===== config.mk =====
export PLATFORM = sky130hd
export DESIGN_NAME = rx_8b10b_sync_ctrl
export DESIGN_NICKNAME = d
export VERILOG_FILES = /design/src/rtl/rx_8b10b_sync_ctrl.sv
export SDC_FILE = /design/constraint.sdc
export NUM_CORES = 1
export LEC_CHECK = 0
export ABC_AREA = 1
export BUFFER_PORTS_ARGS = -buffer_cell sky130_fd_sc_hd__buf_2
export CAP_MARGIN = 20
export CORE_MARGIN = 2
export CORE_UTILIZATION = 40
export CTS_BUF_LIST = sky130_fd_sc_hd__clkbuf_4 sky130_fd_sc_hd__clkbuf_8 sky130_fd_sc_hd__clkbuf_16
export DETAILED_ROUTE_END_ITERATION = 10
export HOLD_SLACK_MARGIN = 0.1
export PLACE_DENSITY = 0.69
export SLEW_MARGIN = 20
export SYNTH_ARGS = -nofsm -noshare
export SYNTH_HDL_FRONTEND = slang
export SYNTH_SLANG_ARGS = --single-unit

===== constraint.sdc =====
create_clock -name clk_i -period 8.1 [get_ports clk_i]
set_input_delay 0.81 -clock clk_i [delete_from_list [all_inputs] [get_ports clk_i]]
set_output_delay 0.81 -clock clk_i [all_outputs]
set_load 0.01 [all_outputs]

===== src/rtl/rx_8b10b_sync_ctrl.sv =====
// rx_8b10b_sync_ctrl: comma-based word sync FSM for an 8b/10b receiver.
// Only valid words accepted while in SYNC reach the decoder through a one-deep output register.
module rx_8b10b_sync_ctrl #(
    parameter int comma_count_p = 3,
    parameter int err_thresh_p  = 4,
    parameter int good_run_p    = 4
) (
    input  logic        clk_i,
    input  logic        reset_i,
    input  logic [9:0]  data_i,
    input  logic        v_i,
    output logic        ready_o,
    output logic [9:0]  data_o,
    output logic        v_o,
    input  logic        yumi_i,
    output logic        dec_enable_o,
    output logic        comma_o,
    output logic        sync_o,
    output logic [1:0]  state_o,
    output logic [15:0] err_count_o
);
    localparam logic [1:0] los_s  = 2'b00;
    localparam logic [1:0] acq_s  = 2'b01;
    localparam logic [1:0] sync_s = 2'b10;
    localparam logic [9:0] comma_n = 10'b0011111010;
    localparam logic [9:0] comma_p = 10'b1100000101;

    logic [1:0]  state_q, state_d;
    logic [3:0]  cc_q, cc_d, bad_q, bad_d, good_q, good_d;
    logic [9:0]  data_q, data_d;
    logic        v_q, v_d, comma_q, comma_d;
    logic [15:0] err_q, err_d;
    logic [2:0]  hi, lo;
    logic [3:0]  tot;
    logic        acc, ok, is_comma, load;

    function automatic logic [2:0] pop5(input logic [4:0] x);
        return 3'(x[0]) + 3'(x[1]) + 3'(x[2]) + 3'(x[3]) + 3'(x[4]);
    endfunction

    assign ready_o      = ~v_q | yumi_i;
    assign data_o       = data_q;
    assign v_o          = v_q;
    assign dec_enable_o = v_q;
    assign comma_o      = comma_q;
    assign sync_o       = state_q == sync_s;
    assign state_o      = state_q;
    assign err_count_o  = err_q;

    always_comb begin
        hi       = pop5(data_i[9:5]);
        lo       = pop5(data_i[4:0]);
        tot      = {1'b0, hi} + {1'b0, lo};
        ok       = hi != 3'd0 && hi <= 3'd4 && lo != 3'd0 && lo <= 3'd4 && tot >= 4'd4 && tot <= 4'd6;
        is_comma = data_i == comma_n || data_i == comma_p;
        acc      = v_i & ready_o;
        load     = acc & ok & (state_q == sync_s);
        v_d      = load | (v_q & ~yumi_i);
        data_d   = load ? data_i : data_q;
        comma_d  = load ? is_comma : comma_q;
        err_d    = (acc & ~ok & ~&err_q) ? err_q + 16'd1 : err_q;
        state_d  = state_q;
        cc_d     = cc_q;
        bad_d    = bad_q;
        good_d   = good_q;
        if (acc) begin
            case (state_q)
                sync_s: begin
                    if (!ok) begin
                        good_d = 4'd0;
                        if (bad_q + 4'd1 == 4'(err_thresh_p)) begin
                            state_d = los_s;
                            bad_d   = 4'd0;
                            cc_d    = 4'd0;
                        end else begin
                            bad_d = bad_q + 4'd1;
                        end
                    end else if (good_q + 4'd1 == 4'(good_run_p)) begin
                        good_d = 4'd0;
                        bad_d  = (bad_q != 4'd0) ? bad_q - 4'd1 : bad_q;
                    end else begin
                        good_d = good_q + 4'd1;
                    end
                end
                acq_s: begin
                    if (is_comma) begin
                        cc_d    = cc_q + 4'd1;
                        state_d = (cc_q + 4'd1 == 4'(comma_count_p)) ? sync_s : acq_s;
                    end else if (!ok) begin
                        state_d = los_s;
                        cc_d    = 4'd0;
                    end
                end
                default: begin
                    cc_d    = is_comma ? 4'd1 : 4'd0;
                    state_d = !is_comma ? los_s : (comma_count_p == 1) ? sync_s : acq_s;
                end
            endcase
        end
    end

    always_ff @(posedge clk_i) begin
        if (reset_i) begin
            state_q <= los_s;
            cc_q    <= 4'd0;
            bad_q   <= 4'd0;
            good_q  <= 4'd0;
            data_q  <= 10'd0;
            v_q     <= 1'b0;
            comma_q <= 1'b0;
            err_q   <= 16'd0;
        end else begin
            state_q <= state_d;
            cc_q    <= cc_d;
            bad_q   <= bad_d;
            good_q  <= good_d;
            data_q  <= data_d;
            v_q     <= v_d;
            comma_q <= comma_d;
            err_q   <= err_d;
        end
    end
endmodule


# ---- Word-level counts from Yosys, hierarchy flattened
# Cells that the tools add are included.
# Widths: inputs -> output; s select.
dict set report word_totals {
  n_memories 0
  latch_bits 0
  mem_bits_ro 0
  word_cells 82
  ff_bits 42
  ramBits 0
  inputBits 14
}
dict set report classes {
  mux 19
  bitwise 11
  addsub 14
  order_cmp 4
  multipliers 0
  div_mod_pow 0
  eq_ne 12
  n_shift 0
  n_reduce_logical 14
}
# operator count
set op_table {}
lappend op_table {{$mux 4} 10}
lappend op_table {{$add 16x1->16 const B} 1}
lappend op_table {{$reduce_and 16->1} 1}
lappend op_table {{$add 3x1->3} 4}
lappend op_table {{$add 4x1->4 const B} 3}
lappend op_table {{$eq 10x10->1 const B} 1}
lappend op_table {{$eq 10x8->1 const B} 1}
lappend op_table {{$mux 2} 5}
lappend op_table {{$eq 4x3->1 const B} 2}
lappend op_table {{$pmux 4 s2} 1}
lappend op_table {{$reduce_and 4->1} 2}
lappend op_table {{$add 2x1->3} 2}
lappend op_table {{$and 1x1->1} 6}
lappend op_table {{$le 3x3->1 const B} 2}
lappend op_table {{$ne 2x1->1 const B} 3}
lappend op_table {{$reduce_bool 3->1} 2}
lappend op_table {{$logic_and 1x1->1} 5}
lappend op_table {{$add 1x1->2} 2}
lappend op_table {{$add 3x3->4} 1}
lappend op_table {{$eq 4x2->1 const B} 1}
lappend op_table {{$ge 4x3->1 const B} 1}
lappend op_table {{$le 4x3->1 const B} 1}
lappend op_table {{$pmux 2 s2} 1}
lappend op_table {{$reduce_bool 4->1} 1}
lappend op_table {{other kinds (11)} 15}

# ---- Logic depth before layout (Yosys ltp)
# Gate-level depths: netlist (run 1).
dict set report logic_depth {
  depth_word 13
  depth_mapped 18
  ltp_nobuf 18
}

# ---- Worst setup path before layout (run 1)
# Ideal clock, no wire load.
dict set report synth_timing {
  kind {input to register}
  startpoint {input port data_i[0]}
  endpoint {register bad_q[1]}
  arrival_ns 3.445
  slack_ns 4.520
  stages 18
  n_path_buf 0
  path_cell_list {inv_1 fa_1 fa_1 inv_1 ha_1 inv_1 fa_1 inv_1 nand2_1 nand3_1 nor2_4 nand2_8 inv_4 nand2_2 nand2_2 nand2_1 nand2_1 nor2_1}
}
dict set report synth_between {
  elab_chain_cells 11
  word_cells_on_any_way 17
}
# item line
set synth_rtl {}
lappend synth_rtl {{start, declared} 10} ;# input logic [9:0] data_i,
lappend synth_rtl {{$add 1x1->2 *} 38} ;# return 3'(x[0]) + 3'(x[1]) + 3'(x[2]) + 3'(x[3]) + 3'(x[4]);
lappend synth_rtl {{$add 2x1->3 *} 38}
lappend synth_rtl {{$add 3x1->3 * (2 in a row)} 38}
lappend synth_rtl {{branches (longest 4 deep; another with $add 3x3->4)} n/a}
lappend synth_rtl {{$logic_and 1x1->1 *} 54} ;# ok = hi != 3'd0 && hi <= 3'd4 && lo != 3'd0 && lo <= 3'd4 && tot >= 4'd4 && tot <= 4'd6;
lappend synth_rtl {{$ne 2x1->1 (no line)} n/a}
lappend synth_rtl {{$reduce_and 4->1 (no line)} n/a}
lappend synth_rtl {{end signal, assigned} 106} ;# bad_q <= 4'd0;
lappend synth_rtl {{end signal, assigned} 115} ;# bad_q <= bad_d;
lappend synth_rtl {{end, declared} 29} ;# logic [3:0] cc_q, cc_d, bad_q, bad_d, good_q, good_d;
# Mark *: on every way between the ends.
# A chain may end at the register's enable or synchronous reset.

# ---- Worst setup path after layout (run 1)
dict set report layout_timing {
  startpoint {input port data_i[5]}
  endpoint {register comma_q, in the netlist comma_o}
}
dict set report layout_between {
  elab_chain_cells 12
  word_cells_on_any_way 19
}
# item line
set layout_rtl {}
lappend layout_rtl {{branches (longest 12 deep; another with $add 3x3->4)} n/a}
lappend layout_rtl {{end signal, assigned} 119} ;# comma_q <= comma_d;
lappend layout_rtl {{end, declared} 31} ;# logic v_q, v_d, comma_q, comma_d;
# Several ways; the timed one is not identified.

==> results of run 1 <==
per-layer routing:
metal,up-vias,GRT usage (%),part of all wire (%)
met4,0,6.061,1.7
li1,1347,-,-
met1,1180,22.18,49
met3,8,3.078,3.6
met5,-,0,0
met2,40,26.53,45
registers in the layout (all words and copies together), names as in the netlist:
| name | flops |
|---|---|
| comma_o | 1 |
| state_o | 2 |
| err_count_o | 16 |
| good_q | 4 |
| dec_enable_o | 1 |
| cc_q | 4 |
| bad_q | 4 |
| data_o | 10 |
cells in the mapped netlist, types with 2 or more instances:
master / n / area (sq um)
ha_1: 17 / 212.7
nand2_4: 2 / 22.52
o21ai_1: 9 / 45.04
nor2_8: 2 / 40.04
inv_1: 45 / 168.9
xnor2_1: 8 / 70.07
nand2_2: 6 / 37.54
inv_2: 5 / 18.77
nand3b_1: 2 / 15.01
nand3_2: 2 / 20.02
nor2_4: 3 / 33.78
nor2_1: 40 / 150.1
a21oi_2: 11 / 96.34
nand2_1: 86 / 322.8
xor2_1: 8 / 70.07
o21ai_0: 6 / 30.03
nand4_1: 7 / 43.79
clkbuf_1: 5 / 18.77
nand3_1: 46 / 230.2
a21oi_1: 22 / 110.1
buf_6: 3 / 33.78
dfxtp_1: 42 / 840.8
fa_1: 5 / 100.1
cells in the final DEF (no fill, tap or decap), types with 6 or more instances in the layout:
cell / synthesis / final
a21oi_1: 22 / 22
a21oi_2: 11 / 11
buf_2: 0 / 46
dfxtp_1: 42 / 42
ha_1: 17 / 17
inv_1: 45 / 45
nand2_1: 86 / 86
nand2_2: 6 / 6
nand3_1: 46 / 46
nand4_1: 7 / 7
nor2_1: 40 / 40
o21ai_0: 6 / 6
o21ai_1: 9 / 9
xnor2_1: 8 / 8
xor2_1: 8 / 8
report_power, final:
part           internal, mW  leakage (nW)  switching (mW)
combinational        0.0552          1.16           0.101
sequential            0.215         0.340         0.00817
clock                0.0991        0.0593          0.0751
area by class of cell:
class                   instances  area (sq um)
clock buffers                   7         83.83
clock inverters                 1         30.03
fillers                       687          3608
inverters                      51         193.9
multi-input cells             290          1762
flip-flops and latches         42         840.8
well taps                      96         120.1
repair buffers                 46         230.2
per-stage QoR:
step	instances	setup slack, ns	hold WS, ns
after global placement	525	4.219	0.4718
after detailed placement	525	4.111	0.4801
after global routing	533	4.225	0.5080
after CTS	533	4.425	0.4978
final	533	4.442	0.4930
after floorplan	393	4.520	0.4577
how the worst min path moves through the flow:
| stage | end | slack [ns] | cells after the start |
|---|---|---|---|
| final | good_q[3]$_SDFFE_PP0P_ | 0.49 | 2 |
| after global routing | good_q[3]$_SDFFE_PP0P_ | 0.51 | 2 |
| after CTS | good_q[3]$_SDFFE_PP0P_ | 0.50 | 2 |
| after detailed placement | data_o[5]$_SDFFE_PP0P_ | 0.48 | 2 |
| after global placement | good_q[3]$_SDFFE_PP0P_ | 0.47 | 2 |
| after floorplan | good_q[3]$_SDFFE_PP0P_ | 0.46 | 2 |
logic make-up after synthesis:
logic type,count (synthesis),synth area share (%)
simple gates,203,35.21
flops,42,29.28
fa+ha+maj,22,10.89
buf+inv,61,9.368
xor+xnor,16,4.880
compound gates,49,10.37
worst max-delay path: cells and delay by family:
kind	cells	cell delay, ns
fa+ha+maj	4	1.65
buf+inv	6	0.50
simple gates	7	0.89
==> reports/summary.txt, run 1 <==
Status: complete, no violations
Cell Area, Synth: 0.002872 sq mm
Total die area: 0.007872 sq mm
Post-synth ARST share: 0%
Ys Warns: 0
Core area: 0.006869 sq mm
DRC: 0
Largest net degree at the start of global routing: 25
Cell Area, Placed: 0.003147 sq mm
First DRT Iteration DRCs: 107
Sequential fraction of the synthesis area: 29.28%
I/O Buffers: 46
Final hold violations: 0
Post-route minimum period: 3.658 ns
Post-DP HPWL: 4.545 mm
Max Root-Sink Buffers: 2
R2R cell count: 8
Netlist cell types: 34
Gr usage total: 16.54%
Hold_sp: good_q[3]$_SDFFE_PP0P_
Initial Utilization: 41.80%
Reg-to-reg startpoint: state_o[1]$_SDFFE_PP0P_
Initial DRT Pass Iterations: 4
Final setup fails: 0
Start point of the critical path: data_i[5]
Clk pin slew, worst setup/hold paths: 0.08 ns
Vias in the first global route: 2349
Worst Path Max Fanout: 24
Crit path kind: input port to register
Die W: 88.73 um
Layout Nets: 472
Sink Count: 42
Post-synth EDFFs: 0
Power per cell area: 169.8 mW/mm^2
Ant diodes: 0
CTS H-Tree Depth: 2
I/O pin count: 47
Vias per inst: 4.831
Syn-to-layout area delta: 13.55%
CTS resizes: 0
Maximum vdd drop: 0.00007997 V
Crit. End Element: register
Reg-to-Reg End: comma_o$_SDFFE_PP0P_
Max_cap viols: 0
Die H: 88.73 um
Critical Path Max Stage Delay: 0.53 ns
FF-to-FF setup slack: 6.31 ns
Util after Layout: 47.47%
DR WL/cell: 11.34 um
Critical Path Source Type: input port
#FFs+latches synth: 42
DR vias: 2575
CTS buffer count: 5
Grt total ovfl: 0
Tightest Pin Transition: 0.6394 ns
Syn Nets: 429
Setup crit end: comma_o$_SDFFE_PP0P_
Root Buffer: clkbuf_8
Post-Syn Area per Cell: 7.307 sq um
Design area: 0.003261 sq mm
WP data arrival: 3.85 ns
Routability cong.: 0.8486
Post-Synthesis Cells: 393
Final wirelength: 6.042 mm
Cell mode on critical path: inv_1
Final setup TNS: 0 ns
Top FF cell, synth: dfxtp_1
Fin. max-slew vios: 0
Highest clock rate: 273.3 MHz
Final period util: 45.17%
HP Class: register to register
Max Clock Skew: 0.004593 ns
Leak: 1.555 nW
Row Count: 30
CP Cell Sequence: buf_2, fa_1, inv_1, fa_1, inv_1, ha_1, inv_1, fa_1, inv_1, nand2_1, nand3_1, nor2_4, nand2_8, nor2_8, inv_1, nor2_1, nor2_1
Clk_lat worst skew: 0.30 ns
Routed Antenna Nets: 0
CTS tree: done
Worst endpoint required time: 8.29 ns
Slowest stage cell, crit path: fa_1
Postcts setup bufs: 0
Tot Pwr: 0.5537 mW
Layout cell share with drive strength beyond 1: 21.28%
RSZ-0062 raised after global routing: no
Global-route wire length before repair: 10.41 mm
Relative slew slack: 57.33%
Initial antenna violation count: 0
Hold buffer count at CTS: 0
(Power assumes the default switching activity.)
==> inputs of run 2 (changes only) <==
--- a/config.mk
+++ b/config.mk
@@ -13,7 +13,7 @@
 export CTS_BUF_LIST = sky130_fd_sc_hd__clkbuf_4 sky130_fd_sc_hd__clkbuf_8 sky130_fd_sc_hd__clkbuf_16
 export DETAILED_ROUTE_END_ITERATION = 10
 export HOLD_SLACK_MARGIN = 0.1
-export PLACE_DENSITY = 0.69
+export PLACE_DENSITY = 0.71
 export SLEW_MARGIN = 20
 export SYNTH_ARGS = -nofsm -noshare
 export SYNTH_HDL_FRONTEND = slang
==> constraint.sdc (replaced) <==
create_clock -name clk_i -period 3.25 [get_ports clk_i]
set_input_delay 0.325 -clock clk_i [delete_from_list [all_inputs] [get_ports clk_i]]
set_output_delay 0.325 -clock clk_i [all_outputs]
set_load 0.01 [all_outputs]
==> run 2 against run 1 <==
Combinational power rose to 2.7 times the previous value. Die area did not move. Global-route usage fell by 0.090 points. Sequential power rose by 150%. Final cell count rose by 2.3%. Routed wire length rose by 2.2%. Non-clock buffer count rose by 12. Sequential share of layout area fell by 0.65 points. Via count rose by 0.62%. Register-to-register slack got worse by 4.8 ns.
==> reports/summary.txt, run 2 (synthesis results as in run 1) <==
Status: complete, no violations
Final period util: 94.44%
CTS H-Tree Depth: 2 (unchanged)
RSZ-0062 raised after global routing: no
Clk_lat worst skew: 0.29 ns (about the same)
Largest net degree at the start of global routing: 24 (-4.0%)
Layout cell share with drive strength beyond 1: 23.39% (+2.1 points)
Most common cell after layout, fill and taps aside: nand2_1
Relative slew slack: 60.10% (+2.8 points)
Worst Path Max Fanout: 5 (-79%)
Core area: 0.006869 sq mm (unchanged)
Global-route wire length before repair: 10.32 mm (-0.80%)
First DRT Iteration DRCs: 114 (+6.5%)
Crit. End Element: register
I/O pin count: 47 (unchanged)
Row Count: 30 (unchanged)
HP Class: input port to register
Total die area: 0.007872 sq mm (unchanged)
Grt total ovfl: 0 (unchanged)
Slowest stage cell, crit path: fa_1
Gr usage total: 16.45% (-0.090 points)
Die H: 88.73 um (unchanged)
Psw: 0.4680 mW (+150%)
Reg power frac: 41.9% (+1.6 points)
WP data arrival: 3.24 ns (-0.61 ns)
Logic pwr share: 31.2% (+3.0 points)
Ant diodes: 0 (unchanged)
Post-route minimum period: 3.069 ns
Critical Path Max Stage Delay: 0.53 ns (about the same)
Most frequent cells in the layout: nand2_1 (86), nand3_1 (46), buf_2 (46), inv_1 (45), dfxtp_1 (42)
CTS resizes: 0 (unchanged)
Final wirelength: 6.173 mm (+2.2%)
DR vias: 2591 (+0.62%)
Setup crit end: bad_q[1]$_SDFFE_PP0P_
Max Root-Sink Buffers: 2 (unchanged)
Cell mode on critical path: inv_1
Final hold violations: 0 (unchanged)
Clock network fraction of total power: 26.9% (-4.5 points)
Hold buffer count at CTS: 0 (unchanged)
DRC: 0 (unchanged)
Maximum vdd drop: 0.0002545 V (+220%)
Routed Antenna Nets: 0 (unchanged)
Worst endpoint required time: 3.42 ns (-4.87 ns)
Fin. max-slew vios: 0 (unchanged)
Cell Area, Placed: 0.003249 sq mm (+3.3%)
Reg-to-Reg End: err_count_o[6]$_SDFFE_PP0P_
Final setup fails: 0 (unchanged)
Initial Utilization: 41.80% (unchanged)
FF-to-FF setup slack: 1.47 ns (-4.84 ns)
Clk pin slew, worst setup/hold paths: 0.09 ns (about the same)
Util after Layout: 48.69% (+1.2 points)
CTS tree: done
Initial DRT Pass Iterations: 4 (unchanged)
Leak: 1.604 nW (+3.2%)
Reg-to-reg startpoint: err_count_o[0]$_SDFFE_PP0P_
Highest clock rate: 325.8 MHz
DR WL/cell: 11.33 um (about the same)
Max Clock Skew: 0.01010 ns (+0.005509 ns)
Max_cap viols: 0 (unchanged)
Critical Path Source Type: input port
Max FFs per register: 16 (unchanged)
CP Cell Sequence: buf_2, fa_1, inv_1, fa_1, inv_1, ha_1, inv_1, fa_1, inv_1, nand2_1, nand3_1, nor2_4, nand2_8, inv_4, nand2_2, nand2_2, nand2_1, nand2_1, nor2_1
Sink Count: 42 (unchanged)
Layout Nets: 484 (+2.5%)
Root Buffer: clkbuf_8
Power per cell area: 397.5 mW/mm^2 (+130%)
Switch share: 35.21% (+1.9 points)
Tightest Pin Transition: 0.5978 ns (-0.04158 ns)
Syn-to-layout area delta: 16.47%
Routability cong.: 0.8735 (+2.9%)
R2R cell count: 9 (+1)
Design area: 0.003344 sq mm (+2.6%)
Vias in the first global route: 2389 (+1.7%)
Vias per inst: 4.754 (-1.6%)
Crit path kind: input port to register
Die W: 88.73 um (unchanged)
Power Internal: 0.8613 mW (+130%)
CTS buffer count: 5 (unchanged)
Initial antenna violation count: 0 (unchanged)
Post-DP HPWL: 4.742 mm (+4.3%)
I/O Buffers: 46 (unchanged)
Start point of the critical path: data_i[5]
Postcts setup bufs: 0 (unchanged)
run 2: worst min path at each step:
stage | endpoint | startpoint | slack [ns] | cells after the start
finish | dec_enable_o$_SDFF_PP0_ | yumi_i | 0.33 | 4
global route | dec_enable_o$_SDFF_PP0_ | yumi_i | 0.36 | 4
CTS | dec_enable_o$_SDFF_PP0_ | yumi_i | 0.34 | 4
detailed placement | data_o[5]$_SDFFE_PP0P_ | data_o[5]$_SDFFE_PP0P_ | 0.48 | 2
global placement | good_q[3]$_SDFFE_PP0P_ | good_q[3]$_SDFFE_PP0P_ | 0.47 | 2
floorplan | good_q[0]$_SDFFE_PP0P_ | reset_i | 0.39 | 1
run 2: cell type report:
class | instances | area, sq um
multi-input cells | 290 | 1762
repair buffers | 58 | 332.8
clock inverters | 2 | 12.51
flip-flops and latches | 42 | 840.8
inverters | 51 | 193.9
clock buffers | 6 | 82.58
well taps | 96 | 120.1
fillers | 684 | 3525
run 2: critical path, delay by kind of cell:
| kind | cells | cell delay (ns) |
|---|---|---|
| fa+ha+maj | 4 | 1.64 |
| simple gates | 9 | 0.79 |
| buf+inv | 6 | 0.46 |
run 2: layer usage:
metal | up-vias | part of all wire [%] | global-route usage (%)
met2 | 57 | 47 | 26.93
met4 | 0 | 1.6 | 5.647
li1 | 1368 | - | -
met1 | 1159 | 47 | 21.88
met3 | 7 | 3.8 | 2.892
met5 | - | 0 | 0
run 2: power groups by stage:
stage	clock network, mW	registers, mW	logic [mW]
after floorplan	0	0.571	0.317
after global placement	0	0.568	0.399
after detailed placement	0	0.569	0.412
after CTS	0.366	0.557	0.414
after global routing	0.393	0.561	0.464
final	0.358	0.557	0.414
run 2: per-stage QoR:
step,setup slack (ns),power [mW],instances,hold slack (ns),setup TNS [ns]
floorplan,0.1547,0.8880,393,0.3874,0
global placement,-0.02433,0.9673,537,0.4710,-0.06497
detailed placement,-0.1287,0.9809,537,0.4768,-1.626
CTS,0.1867,1.337,545,0.3351,0
global route,0.03817,1.418,545,0.3609,0
finish,0.1807,1.329,545,0.3330,0
